## src/rtl/leaf_pkt_pkg.sv

```systemverilog
// Packet layout shared by the leaf output scheduler and its users.
// Latency: n/a (types, constants and an elaboration-time helper only).
// Backpressure: n/a.
package leaf_pkt_pkg;

  localparam int PAYLOAD_W = 32;
  localparam int LEAF_W    = 5;
  localparam int PORT_W    = 4;
  localparam int SEQ_W     = 7;
  localparam int PKT_W     = 1 + LEAF_W + PORT_W + SEQ_W + PAYLOAD_W;

  localparam int SEQ_LSB   = 0 + PAYLOAD_W;
  localparam int PORT_LSB  = SEQ_LSB + SEQ_W;
  localparam int LEAF_LSB  = PORT_LSB + PORT_W;
  localparam int VALID_BIT = LEAF_LSB + LEAF_W;

  typedef struct packed {
    logic                 vld;
    logic [LEAF_W-1:0]    leaf;
    logic [PORT_W-1:0]    port;
    logic [SEQ_W-1:0]     seq;
    logic [PAYLOAD_W-1:0] payload;
  } pkt_t;

  // True when the packet width is exactly the sum of its fields plus the valid bit.
  function automatic bit packet_bits_ok(input int leaf_w, input int port_w,
                                        input int addr_w, input int payload_w,
                                        input int packet_w);
    return packet_w == (1 + leaf_w + port_w + addr_w + payload_w);
  endfunction

endpackage

```

## src/rtl/rr_arbiter.sv

```systemverilog
// Round-robin pick among requesters, searching upward from last_grant+1.
// Latency: purely combinational.
// Backpressure: none; requesters are pre-qualified by the caller.
module rr_arbiter #(
  parameter int N     = 4,
  parameter int IDX_W = (N > 1) ? $clog2(N) : 1
) (
  input  logic [N-1:0]     req,
  input  logic [IDX_W-1:0] last_grant,
  output logic [N-1:0]     grant,
  output logic [IDX_W-1:0] grant_idx
);

  logic             found;
  logic [IDX_W-1:0] idx;

  // Walk the N positions after last_grant and take the first requester.
  always_comb begin
    grant     = '0;
    grant_idx = '0;
    found     = 1'b0;
    idx       = '0;
    for (int k = 1; k <= N; k++) begin
      idx = IDX_W'((int'(last_grant) + k) % N);
      if (!found && req[idx]) begin
        found      = 1'b1;
        grant[idx] = 1'b1;
        grant_idx  = idx;
      end
    end
  end

endmodule

```

## src/rtl/leaf_out_sched.sv

```systemverilog
// Schedules user output streams onto the single leaf-to-BFT packet port.
// Latency: ack in grant cycle T, packet valid on dout in cycle T+1.
// Backpressure: resend or zero credit blocks a port's grant; ack stays low.
module leaf_out_sched
  import leaf_pkt_pkg::*;
#(
  parameter int NUM_OUT_PORTS = 4,
  parameter int PAYLOAD_BITS  = 32,
  parameter int NUM_LEAF_BITS = 5,
  parameter int NUM_PORT_BITS = 4,
  parameter int NUM_ADDR_BITS = 7,
  parameter int PACKET_BITS   = 49,
  parameter int CREDIT_BITS   = 8,
  parameter int INIT_CREDIT   = 64
) (
  input  logic                                                 clk,
  input  logic                                                 reset,
  input  logic [NUM_OUT_PORTS*PAYLOAD_BITS-1:0]                din_leaf_user2interface,
  input  logic [NUM_OUT_PORTS-1:0]                             vld_user2interface,
  output logic [NUM_OUT_PORTS-1:0]                             ack_interface2user,
  input  logic [NUM_OUT_PORTS*(NUM_LEAF_BITS+NUM_PORT_BITS)-1:0] dest_cfg,
  input  logic                                                 credit_ret_vld,
  input  logic [NUM_PORT_BITS-1:0]                             credit_ret_port,
  input  logic [CREDIT_BITS-1:0]                               credit_ret_amt,
  input  logic                                                 resend,
  output logic [PACKET_BITS-1:0]                               dout_leaf_interface2bft
);

  localparam int IDX_W  = $clog2(NUM_OUT_PORTS);
  localparam int DEST_W = NUM_LEAF_BITS + NUM_PORT_BITS;

  if (!packet_bits_ok(NUM_LEAF_BITS, NUM_PORT_BITS, NUM_ADDR_BITS,
                      PAYLOAD_BITS, PACKET_BITS)) begin : g_bad_width
    $error("PACKET_BITS does not match the sum of the packet fields");
  end

  logic [PAYLOAD_BITS-1:0]  din_arr    [NUM_OUT_PORTS];
  logic [DEST_W-1:0]        dest_arr   [NUM_OUT_PORTS];
  logic [CREDIT_BITS-1:0]   credit     [NUM_OUT_PORTS];
  logic [CREDIT_BITS-1:0]   credit_nxt [NUM_OUT_PORTS];
  logic [NUM_ADDR_BITS-1:0] seq        [NUM_OUT_PORTS];
  logic [NUM_OUT_PORTS-1:0] req;
  logic [NUM_OUT_PORTS-1:0] grant;
  logic [IDX_W-1:0]         grant_idx;
  logic [IDX_W-1:0]         last_grant;
  logic [CREDIT_BITS:0]     sum;

  for (genvar i = 0; i < NUM_OUT_PORTS; i++) begin : g_port
    assign din_arr[i]  = din_leaf_user2interface[i*PAYLOAD_BITS +: PAYLOAD_BITS];
    assign dest_arr[i] = dest_cfg[i*DEST_W +: DEST_W];
    assign req[i]      = vld_user2interface[i] && (credit[i] != '0) && !resend;
  end

  rr_arbiter #(.N(NUM_OUT_PORTS), .IDX_W(IDX_W)) u_arb (
    .req        (req),
    .last_grant (last_grant),
    .grant      (grant),
    .grant_idx  (grant_idx)
  );

  // Ack is the grant itself, held off while reset is asserted.
  assign ack_interface2user = reset ? grant : '0;

  // Next credit per port: spend on grant, add a matching return, saturate at max.
  always_comb begin
    sum = '0;
    for (int i = 0; i < NUM_OUT_PORTS; i++) begin
      sum = {1'b0, credit[i]} - (CREDIT_BITS+1)'(grant[i]);
      if (credit_ret_vld && (credit_ret_port == NUM_PORT_BITS'(i)))
        sum = sum + {1'b0, credit_ret_amt};
      credit_nxt[i] = sum[CREDIT_BITS] ? {CREDIT_BITS{1'b1}} : sum[CREDIT_BITS-1:0];
    end
  end

  // Per-port credit and sequence state, plus the round-robin pointer.
  always_ff @(posedge clk or negedge reset) begin
    if (!reset) begin
      for (int i = 0; i < NUM_OUT_PORTS; i++) begin
        credit[i] <= CREDIT_BITS'(INIT_CREDIT);
        seq[i]    <= '0;
      end
      last_grant <= IDX_W'(NUM_OUT_PORTS - 1);
    end else begin
      for (int i = 0; i < NUM_OUT_PORTS; i++) begin
        credit[i] <= credit_nxt[i];
        if (grant[i]) seq[i] <= seq[i] + 1'b1;
      end
      if (|grant) last_grant <= grant_idx;
    end
  end

  // Output register: load the granted packet, otherwise drop only the valid bit.
  always_ff @(posedge clk or negedge reset) begin
    if (!reset) begin
      dout_leaf_interface2bft <= '0;
    end else if (|grant) begin
      dout_leaf_interface2bft <= {1'b1, dest_arr[grant_idx], seq[grant_idx], din_arr[grant_idx]};
    end else begin
      dout_leaf_interface2bft[PACKET_BITS-1] <= 1'b0;
    end
  end

endmodule

```

## config.mk

```make
export PLATFORM = sky130hd
export DESIGN_NAME = leaf_out_sched
export DESIGN_NICKNAME = d
export VERILOG_FILES = /design/src/rtl/leaf_pkt_pkg.sv /design/src/rtl/rr_arbiter.sv /design/src/rtl/leaf_out_sched.sv
export SDC_FILE = /design/constraint.sdc
export NUM_CORES = 1
export LEC_CHECK = 0
export ABC_AREA = 1
export BUFFER_PORTS_ARGS = -buffer_cell sky130_fd_sc_hd__buf_2
export CORE_UTILIZATION = 55
export DETAILED_ROUTE_END_ITERATION = 10
export PLACE_DENSITY_LB_ADDON = 0.05
export SLEW_MARGIN = 40
export SYNTH_ARGS = -nofsm -noshare
export SYNTH_HDL_FRONTEND = slang
export SYNTH_SLANG_ARGS = --single-unit
```

## constraint.sdc

```tcl
create_clock -name clk -period 6.1 [get_ports clk]
set_clock_uncertainty 0.1 [all_clocks]
set_input_delay 1.22 -clock clk [delete_from_list [all_inputs] [get_ports clk]]
set_output_delay 1.22 -clock clk [all_outputs]
set_load 0.02 [all_outputs]
```

==> Word level (Yosys, flattened, before mapping) <==
Index checks and enable logic that the tools add are counted.
{ "classes": {"n_eq_ne": 3, "bitwise_logic": 4, "n_reduce_logical": 29, "n_addsub": 16, "muxes": 46, "order_cmp": 9} }
{ "op_table": {"columns": ["operator", "count"], "rows": [
  ["$bmux 32 s2", 1],
  ["$mux 32", 2],
  ["$mux 9", 6],
  ["$add 9x8->9", 4],
  ["$sub 8x1->9", 4],
  ["$mux 8", 4],
  ["$reduce_bool 8->1", 4],
  ["$add 7x1->7 const B", 4],
  ["$mux 4", 5],
  ["$logic_and 1x1->1", 19],
  ["$bmux 9 s2", 1],
  ["$bmux 7 s2", 1],
  ["$mux 7", 2],
  ["$lt 2x3->1 const B", 4],
  ["$mux 1", 12],
  ["$or 4x4->4", 3],
  ["$bmux 1 s2", 4],
  ["$demux 1 s2", 4],
  ["$eq 4x2->1 const B", 2],
  ["$ge 2x1->1 const B", 4],
  ["$mux 2", 4],
  ["$add 2x1->2 const B", 2],
  ["$add 2x2->2 const B", 2],
  ["$eq 4x1->1 const B", 1],
  ["other kinds (5)", 8]
]} }
{ "word_totals": {"input_bits": 184, "output_inout_bits": 53, "reg_bits": 111, "wordCells": 118} }

==> Depth between registers and ports, before layout <==
{ "logic_depth": {"ltp_word": 19, "ltp_mapped": 31, "mapped_depth_nobuf": 30} }

==> Hierarchy <==
From an unflattened synthesis, not the netlist that was laid out.
{ "unflattened": {"cells_unflattened": 1291, "hier_area_um2": 8824.7} }
{ "modules_own_cells": {"columns": ["module", "cells_each", "seq_area_each_um2", "area_each_um2", "n_inst"], "rows": [
  ["leaf_out_sched", 1206, 2785.2, 8289.2, 1],
  ["rr_arbiter", 85, 0.0, 535.5, 1]
]} }

==> Worst setup path after synthesis <==
No wires, ideal clock.
{ "synth_timing": {"path_type": "input -> register", "from": "input vld_user2interface[0]", "to": "register credit[0] (netlist name)", "t_required_ns": 5.844, "path_stages": 24, "arrival_ns": 4.374, "setup_time_ns": 0.156, "path_buffers": 1, "path_slack_ns": 1.470, "cell_sequence": "inv_1 nor2_1 nand3_1 nand2_1 nand2_1 nand2_1 nor3b_4 nand2_1 nand2_2 buf_2 ha_1 ha_1 xor2_1 ha_1 nand3b_1 nand2_1 nand2_1 nand2_1 a21oi_1 nor2_1 o21ai_0 a21oi_1 xnor2_1 o211ai_1"} }
{ "synth_rtl": {"columns": ["item", "line", "rtl"], "rows": [
  ["start, declared", "leaf_out_sched.sv:19", "input logic [NUM_OUT_PORTS-1:0] vld_user2interface,"],
  ["end signal, assigned by index", "leaf_out_sched.sv:79", "credit[i] <= CREDIT_BITS'(INIT_CREDIT);"],
  ["end signal, assigned by index", "leaf_out_sched.sv:85", "credit[i] <= credit_nxt[i];"],
  ["end, declared", "leaf_out_sched.sv:39", "logic [CREDIT_BITS-1:0] credit [NUM_OUT_PORTS];"]
]} }

==> results.json <==
{
  "gp_congestion": 0.872,
  "synth_edf_count": 0,
  "clkSinkCount": 111,
  "wl_met1_mm": 11.9,
  "cts_made_buffers": 9,
  "critical-path-max-stage-delay_ns": 0.71,
  "syn_area_per_cell_sq_um": 6.50,
  "timing.final.crit_share_pct": 82.3,
  "cp.required_ns": 6.20,
  "wl_mm": 25.9,
  "drtPass1Iterations": 5,
  "row_count": 47,
  "drive_above_1_share_pct": 19.0,
  "syn_area_sq_mm": 0.00941,
  "tightest_slew_ns": 0.787,
  "power.total_mw": 7.17,
  "synth_top_area_share_pct": 27.9,
  "irDropWorstVdd_mv": 0.994,
  "worstSetupEndpointType": "register",
  "overflow": 0,
  "clk_latency_ns": 0.36,
  "startpoint_type": "register",
  "slew_headroom_pct": 47.6,
  "route.detailed.drc": 0,
  "crit_path_top_delay_cell": "dfstp_2",
  "finalMaxSlewViolations": 0,
  "synth_xor_xnor_area_share_pct": 5.21,
  "synth_ff_type": "dfrtp_1",
  "hold_path.class": "register to register",
  "clock_path_buffers": 2,
  "fin_crit_ns": 5.02,
  "detail_route.wl_per_cell_um": 13.9,
  "yosys-top-cells-count": "nand2_1 (404), nand3_1 (299), inv_1 (269), dfrtp_1 (105)",
  "finalSetupViolCount": 0,
  "fp.dieH_um": 133,
  "rsz0062_at_grt": "no",
  "ctsHtreeMaxLevel": 3,
  "grt_pass1_vias": 8400,
  "cts_resized": 0,
  "synth_nets": 1688,
  "path_cells": "inv_2 > ha_1 > inv_1 > nand3_1 > nand2_4 > nand2_4 > nor3b_4 > nand2_1 > nand2_2 > ha_1 > ha_1 > xor2_1 > ha_1 > nand3b_1 > nand2_1 > nand2_1 > nand2_1 > a21oi_1 > nor2_1 > o21ai_0 > a21oi_1 > xnor2_1 > o211ai_1",
  "crit_fanout": 12,
  "dpl.hpwl_mm": 18.7,
  "synthSimpleGateAreaFrac_pct": 37.7,
  "synth_top_area_cell": "dfrtp_1",
  "reg2reg_depth": 23,
  "clk_pin_slew_ns": 0.08,
  "cts_tree": "built",
  "crit_type": "register to register",
  "yosysMostFrequentCell": "nand2_1",
  "hold_depth": 2,
  "status": "complete, no violations",
  "leakagePower_nw": 6.56,
  "synth-seq-cells": 111,
  "met2WireLength_mm": 11.9,
  "cts_setup_buffers": 0,
  "max_cap_viol_count": 0,
  "fin_setup_tns_ns": 0,
  "muxShareOfSynthArea_pct": 0,
  "synth_cell_types": 36,
  "diodes": 0,
  "synth_top_family_by_area": "simple AND/OR/NAND/NOR gates",
  "die_w_um": 133,
  "antenna_found_initial": 0,
  "start_util_pct": 56.6,
  "grt_pass1_wl_mm": 41.8,
  "synthAdderAreaFrac_pct": 7.63,
  "postCtsHoldBufs": 0,
  "hold_ws_ns": 0.406,
  "io_pins": 237,
  "grt_max_degree": 98,
  "hold_viol_final": 0,
  "core_area_sq_mm": 0.0166,
  "routed-via-count": 9502,
  "areaGrowthSynthToFinish_pct": 15.6,
  "fin_nets": 1878,
  "route.met3.wl_mm": 1.54,
  "ys_async_sr_fraction_pct": 100,
  "synth-compound-area-share_pct": 4.53,
  "antenna_left": 0,
  "grt_use_total_pct": 29.6,
  "synth_cells": 1449,
  "max_freq_mhz": 199,
  "die_area_sq_mm": 0.0176,
  "portBuffers": 236,
  "viasPerCell": 5.10,
  "cts-root-buf": "clkbuf_16",
  "dr.max_layer_used": "met4",
  "initialDrtViolationCount": 598,
  "ys_warn_count": 0,
  "power-per-cell-area_mw_per_mm2": 659,
  "arrival_ns": 5.12,
  "synth-seq-area-share_pct": 29.6,
  "synthTopCellsByArea": "dfrtp_1 (28%), nand2_1 (16%), nand3_1 (16%), inv_1 (11%), ha_1 (6.8%)"
}
## placed cells by master, fill, tap and decap left out, types with 4 or more instances in the layout
cell       synthesis  layout
a21oi_1           27      27
buf_2             35     235
buf_4             11       4
clkbuf_16          0       9
dfrtp_1          105     105
dfstp_2            6       6
fa_1               4       4
ha_1              51      51
inv_1            269     269
inv_2             22      21
nand2_1          404     404
nand2_2            7       7
nand2_4            6       5
nand3_1          299     299
nand4_1            7       7
nor2_1            46      46
nor2_4             4       4
nor3_1             9       8
o211ai_1          11      11
o21ai_0           32      32
xnor2_1            5       5
xor2_1            51      51
## worst paths after layout
path	from	slack, ns	to
worst min-delay path	dout_leaf_interface2bft[29]	0.41	dout_leaf_interface2bft[29]
max in group asynchronous	reset	4.11	credit[14]
worst min register to register	dout_leaf_interface2bft[29]	0.41	dout_leaf_interface2bft[29]
worst max-delay path	last_grant[0]	1.08	credit[0]
min in group asynchronous	reset	0.76	credit[7]
worst max register to register	last_grant[0]	1.08	credit[0]
## flip-flops by register name (all words and copies together), names as in the netlist
register and flops:
last_grant 2, seq 28, credit 32, dout_leaf_interface2bft 49
## worst max-delay path, delay by kind of cell (launching register included)
family / cells / cell delay (ns)
AND/OR/NAND/NOR: 11 / 1.29
adder cells (fa/ha/maj): 4 / 1.13
XOR/XNOR: 2 / 0.77
flip-flops: 1 / 0.71
AO/OA/AOI/OAI: 4 / 0.58
buffers and inverters: 2 / 0.27
## power by group
part           internal, mW  leakage [nW]  switching [mW]  total (mW)
Clock                 0.293         0.140           0.281       0.574
Sequential             1.18          1.30           0.226        1.40
Combinational          1.67          5.11            3.53        5.20
## layout make-up
| class | count | area [sq um] |
|---|---|---|
| fill | 1544 | 5760 |
| inverter | 292 | 1100 |
| timing repair buffer | 242 | 1240 |
| sequential | 111 | 2790 |
| tap | 220 | 275 |
| multi-input combinational | 983 | 5200 |
| clock buffer | 11 | 243 |
| clock inverter | 5 | 40.0 |
## cell families (layout without fill, tap and decap cells)
| family | count (synthesis) | in the layout |
|---|---|---|
| AOI/OAI and AO/OA | 77 | 77 |
| xor gates and xnor gates | 56 | 56 |
| adders and majority gates | 55 | 55 |
| buffers and inverters | 355 | 550 |
| DFF | 111 | 111 |
| and+or+nand+nor | 795 | 795 |
## metal layers
layer	vias to the layer above	GRT usage, %
li1	4877	-
met1	4293	41.6
met2	309	48.0
met3	23	3.07
met4	0	9.51
met5	-	0
## metrics by stage
stage / instance area, sq um / utilization, % / setup slack, ns / cells
2_1_floorplan: 9410 / - / 1.47 / 1449
3_3_place_gp: 10600 / 63.5 / 0.933 / 1848
3_5_place_dp: 10600 / 63.7 / 0.851 / 1848
4_1_cts: 10900 / 65.4 / 1.11 / 1864
5_1_grt: 10900 / 65.4 / 0.545 / 1864
6_report: 10900 / 65.4 / 1.08 / 1864
Power figures use the tool's default switching activity.
